## config.mk

```make
export PLATFORM = sky130hd
export DESIGN_NAME = decode_stage
export DESIGN_NICKNAME = d
export VERILOG_FILES = /design/src/rtl/riscv_pkg.sv /design/src/rtl/imm_gen.sv /design/src/rtl/decode_stage.sv
export SDC_FILE = /design/constraint.sdc
export NUM_CORES = 1
export LEC_CHECK = 0
export BUFFER_PORTS_ARGS = -buffer_cell sky130_fd_sc_hd__buf_2
export CAP_MARGIN = 20
export CORE_AREA = 10 10 149 151
export CTS_CLUSTER_DIAMETER = 80
export DETAILED_ROUTE_END_ITERATION = 8
export DIE_AREA = 0 0 159 161
export SKIP_LAST_GASP = 1
export SYNTH_ARGS = -nofsm -noshare
export SYNTH_HDL_FRONTEND = slang
export SYNTH_SLANG_ARGS = --single-unit
```

## constraint.sdc

```tcl
create_clock -name clk -period 3.2 [get_ports clk]
set_input_delay 0.64 -clock clk [delete_from_list [all_inputs] [get_ports clk]]
set_output_delay 0.64 -clock clk [all_outputs]
set_load 0.02 [all_outputs]
```

## src/rtl/riscv_pkg.sv

```systemverilog
// Shared RV32I definitions for the pipeline stages:
// opcodes, ALU/result codes, immediate formats and the ID/EX bundle.
package riscv_pkg;

    localparam int DATA_W = 32;
    localparam int IDX_W  = 5;

    localparam logic [6:0] OP_LW  = 7'b0000011;
    localparam logic [6:0] OP_SW  = 7'b0100011;
    localparam logic [6:0] OP_R   = 7'b0110011;
    localparam logic [6:0] OP_I   = 7'b0010011;
    localparam logic [6:0] OP_BEQ = 7'b1100011;
    localparam logic [6:0] OP_JAL = 7'b1101111;

    localparam logic [2:0] ALU_ADD = 3'b000;
    localparam logic [2:0] ALU_SUB = 3'b001;
    localparam logic [2:0] ALU_AND = 3'b010;
    localparam logic [2:0] ALU_OR  = 3'b011;
    localparam logic [2:0] ALU_XOR = 3'b100;
    localparam logic [2:0] ALU_SLT = 3'b101;

    localparam logic [1:0] RES_ALU = 2'b00;
    localparam logic [1:0] RES_MEM = 2'b01;
    localparam logic [1:0] RES_PC4 = 2'b10;

    typedef enum logic [1:0] {
        IMM_I,
        IMM_S,
        IMM_B,
        IMM_J
    } imm_src_t;

    typedef struct packed {
        logic [DATA_W-1:0] rd1;
        logic [DATA_W-1:0] rd2;
        logic [DATA_W-1:0] imm;
        logic [DATA_W-1:0] pc;
        logic [DATA_W-1:0] pc4;
        logic [IDX_W-1:0]  rs1;
        logic [IDX_W-1:0]  rs2;
        logic [IDX_W-1:0]  rd;
        logic              reg_write;
        logic              mem_write;
        logic [1:0]        result_src;
        logic              alu_src;
        logic              branch;
        logic              jump;
        logic [2:0]        alu_ctrl;
        logic              valid;
        logic              illegal;
    } id_ex_t;

endpackage

```

## src/rtl/imm_gen.sv

```systemverilog
// Immediate generator: rebuilds the sign-extended immediate
// for the I/S/B/J formats from the upper instruction bits.
module imm_gen
    import riscv_pkg::*;
(
    input  imm_src_t    imm_src,
    input  logic [31:7] instr,
    output logic [31:0] imm_ext
);

    // Format-dependent bit scatter, always sign-extended from bit 31
    always_comb begin
        imm_ext = '0;
        unique case (imm_src)
            IMM_I: imm_ext = {{20{instr[31]}}, instr[31:20]};
            IMM_S: imm_ext = {{20{instr[31]}}, instr[31:25], instr[11:7]};
            IMM_B: imm_ext = {{20{instr[31]}}, instr[7], instr[30:25],
                              instr[11:8], 1'b0};
            IMM_J: imm_ext = {{12{instr[31]}}, instr[19:12], instr[20],
                              instr[30:21], 1'b0};
            default: imm_ext = '0;
        endcase
    end

endmodule

```

## src/rtl/decode_stage.sv

```systemverilog
// ID stage: control decode, writeback bypass, load-use stall
// detection and the registered ID/EX bundle.
module decode_stage
    import riscv_pkg::*;
#(
    parameter int XLEN = DATA_W,
    parameter int REGW = IDX_W
) (
    input  logic            clk,
    input  logic            rst,
    input  logic [31:0]     InstrD,
    input  logic [XLEN-1:0] PCD,
    input  logic [XLEN-1:0] PCPlus4D,
    input  logic            ValidD,
    output logic [REGW-1:0] A1,
    output logic [REGW-1:0] A2,
    input  logic [XLEN-1:0] RD1,
    input  logic [XLEN-1:0] RD2,
    input  logic            RegWriteW,
    input  logic [REGW-1:0] RDW,
    input  logic [XLEN-1:0] ResultW,
    input  logic            FlushE,
    output logic            StallD,
    output logic [XLEN-1:0] RD1E,
    output logic [XLEN-1:0] RD2E,
    output logic [XLEN-1:0] ImmExtE,
    output logic [XLEN-1:0] PCE,
    output logic [XLEN-1:0] PCPlus4E,
    output logic [REGW-1:0] RS1E,
    output logic [REGW-1:0] RS2E,
    output logic [REGW-1:0] RDE,
    output logic            RegWriteE,
    output logic            MemWriteE,
    output logic [1:0]      ResultSrcE,
    output logic            ALUSrcE,
    output logic            BranchE,
    output logic            JumpE,
    output logic [2:0]      ALUControlE,
    output logic            ValidE,
    output logic            IllegalE
);

    logic [6:0]  op;
    logic [2:0]  funct3;
    logic [31:0] imm_ext;
    logic [2:0]  alu_op;
    logic        uses_rs2;
    imm_src_t    imm_src;
    id_ex_t      d;
    id_ex_t      e;

    assign op     = InstrD[6:0];
    assign funct3 = InstrD[14:12];
    assign A1     = InstrD[19:15];
    assign A2     = InstrD[24:20];

    imm_gen u_imm_gen (
        .imm_src (imm_src),
        .instr   (InstrD[31:7]),
        .imm_ext (imm_ext)
    );

    // ALU operation for R-type and I-ALU from funct3 (sub only on R-type)
    always_comb begin
        alu_op = ALU_ADD;
        unique case (funct3)
            3'b111: alu_op = ALU_AND;
            3'b110: alu_op = ALU_OR;
            3'b010: alu_op = ALU_SLT;
            3'b100: alu_op = ALU_XOR;
            3'b000: alu_op = (op == OP_R && InstrD[30]) ? ALU_SUB : ALU_ADD;
            default: alu_op = ALU_ADD;
        endcase
    end

    // Control decode and next ID/EX bundle, operands bypassed from WB
    always_comb begin
        d          = '0;
        imm_src    = IMM_I;
        uses_rs2   = 1'b0;
        d.pc       = PCD;
        d.pc4      = PCPlus4D;
        d.rs1      = A1;
        d.rs2      = A2;
        d.rd       = InstrD[11:7];
        d.valid    = 1'b1;
        d.rd1      = (RegWriteW && RDW != '0 && RDW == A1) ? ResultW : RD1;
        d.rd2      = (RegWriteW && RDW != '0 && RDW == A2) ? ResultW : RD2;
        unique case (op)
            OP_LW: begin
                d.alu_src    = 1'b1;
                d.result_src = RES_MEM;
                d.reg_write  = 1'b1;
            end
            OP_SW: begin
                imm_src     = IMM_S;
                uses_rs2    = 1'b1;
                d.alu_src   = 1'b1;
                d.mem_write = 1'b1;
            end
            OP_R: begin
                uses_rs2    = 1'b1;
                d.reg_write = 1'b1;
                d.alu_ctrl  = alu_op;
            end
            OP_I: begin
                d.alu_src   = 1'b1;
                d.reg_write = 1'b1;
                d.alu_ctrl  = alu_op;
            end
            OP_BEQ: begin
                imm_src    = IMM_B;
                uses_rs2   = 1'b1;
                d.branch   = 1'b1;
                d.alu_ctrl = ALU_SUB;
            end
            OP_JAL: begin
                imm_src      = IMM_J;
                d.jump       = 1'b1;
                d.result_src = RES_PC4;
                d.reg_write  = 1'b1;
            end
            default: d.illegal = 1'b1;
        endcase
        d.imm = imm_ext;
    end

    // Load in E whose destination the ID instruction reads
    assign StallD = rst && ValidD && e.valid && e.reg_write &&
                    e.result_src == RES_MEM && e.rd != '0 &&
                    (e.rd == A1 || (uses_rs2 && e.rd == A2));

    // ID/EX register: reset, then flush/stall/empty insert a bubble
    always_ff @(posedge clk) begin
        if (!rst)
            e <= '0;
        else if (FlushE || StallD || !ValidD)
            e <= '0;
        else
            e <= d;
    end

    assign RD1E        = e.rd1;
    assign RD2E        = e.rd2;
    assign ImmExtE     = e.imm;
    assign PCE         = e.pc;
    assign PCPlus4E    = e.pc4;
    assign RS1E        = e.rs1;
    assign RS2E        = e.rs2;
    assign RDE         = e.rd;
    assign RegWriteE   = e.reg_write;
    assign MemWriteE   = e.mem_write;
    assign ResultSrcE  = e.result_src;
    assign ALUSrcE     = e.alu_src;
    assign BranchE     = e.branch;
    assign JumpE       = e.jump;
    assign ALUControlE = e.alu_ctrl;
    assign ValidE      = e.valid;
    assign IllegalE    = e.illegal;

endmodule

```

; ---- After elaboration in Yosys (flattened, before gate mapping)
; Cells that the tools add are included.
[totals]
register_bits = 187
out_inout_bits = 198
[op_classes]
bitwise = 1
n_mux = 16
reduce_logical = 25
eq_ne = 18
[op_table]
columns = operator, count
row1 = $pmux W32 S4, 1
row2 = $mux W32, 2
row3 = $eq A5 B5 Y1, 4
row4 = $pmux W3 S5, 1
row5 = $eq A7 B6 Y1 const B, 2
row6 = $eq A7 B7 Y1 const B, 2
row7 = $logic_and A1 B1 Y1, 11
row8 = $reduce_bool A5 Y1, 2
row9 = $eq A3 B3 Y1 const B, 3
row10 = $mux W1, 8
row11 = $eq A7 B2 Y1 const B, 1
row12 = $eq A7 B5 Y1 const B, 1
row13 = $pmux W2 S3, 1
row14 = $pmux W3 S2, 1
row15 = $reduce_or A3 Y1, 2
row16 = $reduce_or A6 Y1, 1
row17 = $eq A2 B1 Y1 const B, 2
row18 = $eq A2 B2 Y1 const B, 2
row19 = $pmux W2 S2, 1
row20 = $reduce_or A2 Y1, 2
row21 = $reduce_or A4 Y1, 1
row22 = $eq A3 B2 Y1 const B, 1
row23 = $logic_not A3 Y1, 1
row24 = $logic_or A1 B1 Y1, 3
row25 = other kinds (4), 4

; ---- Longest topological paths before layout
[logic_depth]
depth_word = 9
mapped_depth = 8

; ---- By module
; A second synthesis with hierarchy kept.
[unflattened]
hier_cells = 705
hier_area_um2 = 7322.0
[modules_own_cells]
columns = mod, n_inst, area_each_um2, seq_area_each_um2, cells_each
row1 = decode_stage, 1, 6999.2, 3723.6, 666
row2 = imm_gen, 1, 322.8, 0.0, 39

; ---- Least setup slack after synthesis
; OpenSTA, ideal clock, no wires.
[synth_path]
path_type = input-to-output
startpoint = input InstrD[3]
endpoint = output StallD
arrival_time_ns = 1.517
setup_slack_ns = 1.043
stages = 4
n_path_buf = 0
path_cell_list = or2_1 -> a2111oi_2 -> nand4_1 -> nand2_1
[synth_via]
elab_chain_len = 6
[synth_lines]
columns = item, line
row1 = start: declaration, decode_stage.sv:11  ; input logic [31:0] InstrD,
row2 = $eq A7 B6 Y1 or $eq A7 B7 Y1 (tied branches), decode_stage.sv:89  ; unique case (op)
row3 = $reduce_or A3 Y1 (no source line) (*), -
row4 = $mux W1 (*), decode_stage.sv:89
row5 = $logic_and A1 B1 Y1 (*), decode_stage.sv:131  ; (e.rd == A1 || (uses_rs2 && e.rd == A2));
row6 = $logic_or A1 B1 Y1 (*), decode_stage.sv:131
row7 = $logic_and A1 B1 Y1 (*), decode_stage.sv:130  ; e.result_src == RES_MEM && e.rd != '0 &&
row8 = end: declaration, decode_stage.sv:23  ; output logic StallD,
; Every way passes the cells marked *; elsewhere a longest branch is shown, timed or not.

; ---- Worst setup path in the final report
; Same ends and word-level chain as after synthesis.

==> impl_metrics.csv <==
group,metric,value,unit
status,status,"completed",
clock_tree,cts_htree_levels,4,
critical_path,cp_data_arrival_time,1.99,ns
clock_tree,postCtsSetupRepairBufs,0,
critical_path,path_common_cell,"buf_2",
synth,synthArstFlopShare,0,%
synth,synth_nets,751,
placement,dp_slack,0.482,ns
global_routing,gr-total-overflow,0,
die,num_rows,51,
clock_tree,cts_tree,"done",
detailed_routing,wl,21600,um
timing,setup_viol,0,
timing,finClkSkew,0.0119,ns
critical_path,slowest_stage,"a2111oi_2",
detailed_routing,dr.first_iter.drc_count,193,
pwr,power_leakage,0.00427,uW
synth,synth-seq-area-share,58.7,%
placement,port_buffers,399,
timing,whs,0.413,ns
detailed_routing,wl_per_cell,17.9,um
die,die_area,25600,um^2
critical_path,cpPeakStageDelay,0.41,ns
die,start_util,31.1,%
pwr,power_frac_comb,10.0,%
timing,fin_crit_sh,82.1,%
synth,synth_area_per_cell,10.9,um^2
global_routing,grt_pass1_wl,32400,um
timing,layout_setup_ws,0.574,ns
finish,syn_to_final_growth,44.6,%
timing,worst_slew_margin_rel,51.5,%
placement,gp_congestion,0.766,
pwr,switching_share,26.0,%
finish,layout.nets,1128,
timing,tns,0,ns
die,die_h,161,um
critical_path,crit_chain,"buf_2 -> or2_1 -> a2111oi_2 -> nand4_1 -> nand2_1 -> buf_2",
clock_tree,hold_buffers,0,
pwr,p_int,3460,uW
pwr,p_clk_share,41.9,%
pwr,vdd_drop_max,0.000357,V
global_routing,antenna_found_initial,2,
timing,rsz0062_at_grt,"no",
pwr,p_switching,1220,uW
detailed_routing,highest_layer,"met5",
synth,synth_flop_cell,"dfxtp_1",
clock_tree,cts_buffers,17,
detailed_routing,vias,5045,
finish,fillCellCount,1871,
detailed_routing,routed-wl-met3,1810,um
finish,drive_above_1_share,47.2,%
worst_hold_path,hp-class,"primary input to flop",
clock_tree,path_clk_slew,0.07,ns
detailed_routing,wl_met1,8140,um
critical_path,critPathMaxFanout,7,
clock_tree,clk_path_buf_depth,2,
detailed_routing,avgViaCountPerCell,4.19,
timing,timing.final.crit_period,2.63,ns
global_routing,grt_pass1_vias,5406,
synth,netlist_area,5970,um^2
detailed_routing,postRouteAntennaNets,0,
detailed_routing,firstDrtPassIters,4,
clock_tree,clockRootBuffer,"clkbuf_16",
timing,timing.fmax,0.381,GHz
global_routing,grt_max_degree,80,
synth,synth-edff-count,0,
critical_path,crit_type,"primary input to output port",
pwr,sequentialPowerShare,48.1,%
clock_tree,cts_resized,0,
synth,synth_cells,549,
clock_tree,insertion_delay,0.42,ns
critical_path,cpLargestDelayFamily,"simple AND/OR/NAND/NOR gates",
global_routing,grt_usage,16.3,%
synth,synth.distinct_cells,38,
clock_tree,cts.sinks,175,
critical_path,endpoint_kind,"output port",
detailed_routing,wl_met2,11300,um
timing,worst_pin_slew,0.723,ns
pwr,p_per_area,542,nW/um^2
detailed_routing,drc,0,
flow_run,cap_violations,0,
die,die_w,159,um
synth,yosysWarnings,0,
die,io_pins,400,
critical_path,critPathBufInv,2,
synth,ys_ff_latch,175,
timing,hold_viol_final,0,
critical_path,critPathLaunchType,"primary input",
timing,slew_viol_final,0,
critical_path,cp.required,2.56,ns
placement,post-dp-hpwl,17400,um
die,core,19200,um^2
area by class of cell:
type,count,area [um^2],area share [%]
well taps,265,332,3.84
flip-flops and latches,175,3500,40.6
repair buffers,404,2070,24.0
diodes,1,2.50,0.0290
inverters,5,18.8,0.217
clock buffers,18,429,4.97
clock inverters,14,128,1.48
multi-input cells,323,2150,24.9
cells in the mapped netlist (3+ instances only):
cell type    n  area [um^2]
xor2_1      13          114
a211oi_1     3         22.5
inv_1        3         11.3
clkbuf_1     9         33.8
o21ai_0      4         20.0
buf_6        8         90.1
buf_2        7         35.0
nand4_1      3         18.8
mux2i_1     68          681
nor2_1      78          293
xnor2_1      8         70.1
buf_4       22          165
a21oi_1     11         55.1
dfxtp_1    175         3500
nand2_1      9         33.8
and2_1      86          538
nand3_1     12         60.1
nor3_1       5         25.0
flip-flops by register name, indices dropped and copies added, names as in the netlist, 5 cells and up:
name      count
PCE          32
PCPlus4E     32
RD1E         32
RD2E         32
ImmExtE      21
RDE           5
RS1E          5
RS2E          5
cells in the final DEF, fill, tap and decap left out, types with 2 or more instances in the layout:
cell / count
nand3_1: 12
inv_6: 4
clkinv_4: 2
mux2i_1: 68
nor3_2: 2
nor4_1: 2
buf_2: 399
nand2b_1: 2
buf_12: 3
inv_1: 3
xnor2_1: 8
buf_4: 2
and3_1: 2
a21oi_1: 11
a211oi_1: 3
nor3_1: 5
o21ai_0: 4
clkinv_2: 2
xor2_1: 13
clkinvlp_4: 2
and2_1: 86
nor2_1: 78
nand2_1: 9
dfxtp_1: 175
clkbuf_16: 17
nor4_4: 2
inv_8: 3
nand4_1: 3
routing by layer:
layer  vias up  GRT usage (%)
met3        19           6.48
met2       205           29.7
li1       2523              -
met1      2296           16.7
met5         -              0
met4         2           5.10
cells by family (layout without fill, tap and decap cells):
logic type	Yosys count	count (layout)	share of synthesized area, %
flip-flops	175	175	58.7
AO/OA/AOI/OAI	24	24	2.54
AND/OR/NAND/NOR	210	210	18.5
multiplexers	68	68	11.4
buffers and inverters	51	441	5.74
other	0	1	0
XOR/XNOR	21	21	3.08
final timing paths:
kind,start,cells past startpoint,slack (ns),endpoint
worst max register to register,ValidE,7,1.00,PCE[0]
worst min register to register,RDE[3],4,1.03,ImmExtE[15]
worst max-delay path,InstrD[3],6,0.57,StallD
worst min-delay path,InstrD[28],2,0.41,ImmExtE[8]
power by group through the flow:
stage / clock network [uW] / logic [uW] / registers [uW]
final: 1960 / 467 / 2250
after global routing: 2120 / 513 / 2250
after CTS: 2020 / 476 / 2250
after detailed placement: 0 / 475 / 2300
after global placement: 0 / 471 / 2300
after floorplan: 0 / 158 / 2380
worst register-to-register path: cells and delay by family, from the launching register on:
| kind | cells | cell delay [ns] |
|---|---|---|
| flip-flops | 1 | 0.40 |
| AO/OA/AOI/OAI | 1 | 0.34 |
| AND/OR/NAND/NOR | 4 | 0.99 |
| buffers and inverters | 2 | 0.37 |
metrics by stage:
step           area, um^2  utilization (%)  power [uW]  cells
3_5_place_dp         8070             42.0        2770   1172
4_1_cts              8630             44.9        4750   1204
3_3_place_gp         8070             42.0        2770   1172
2_1_floorplan        5970                -        2530    549
5_1_grt              8630             44.9        4890   1204
6_report             8630             44.9        4680   1205
(Power assumes the default switching activity.)
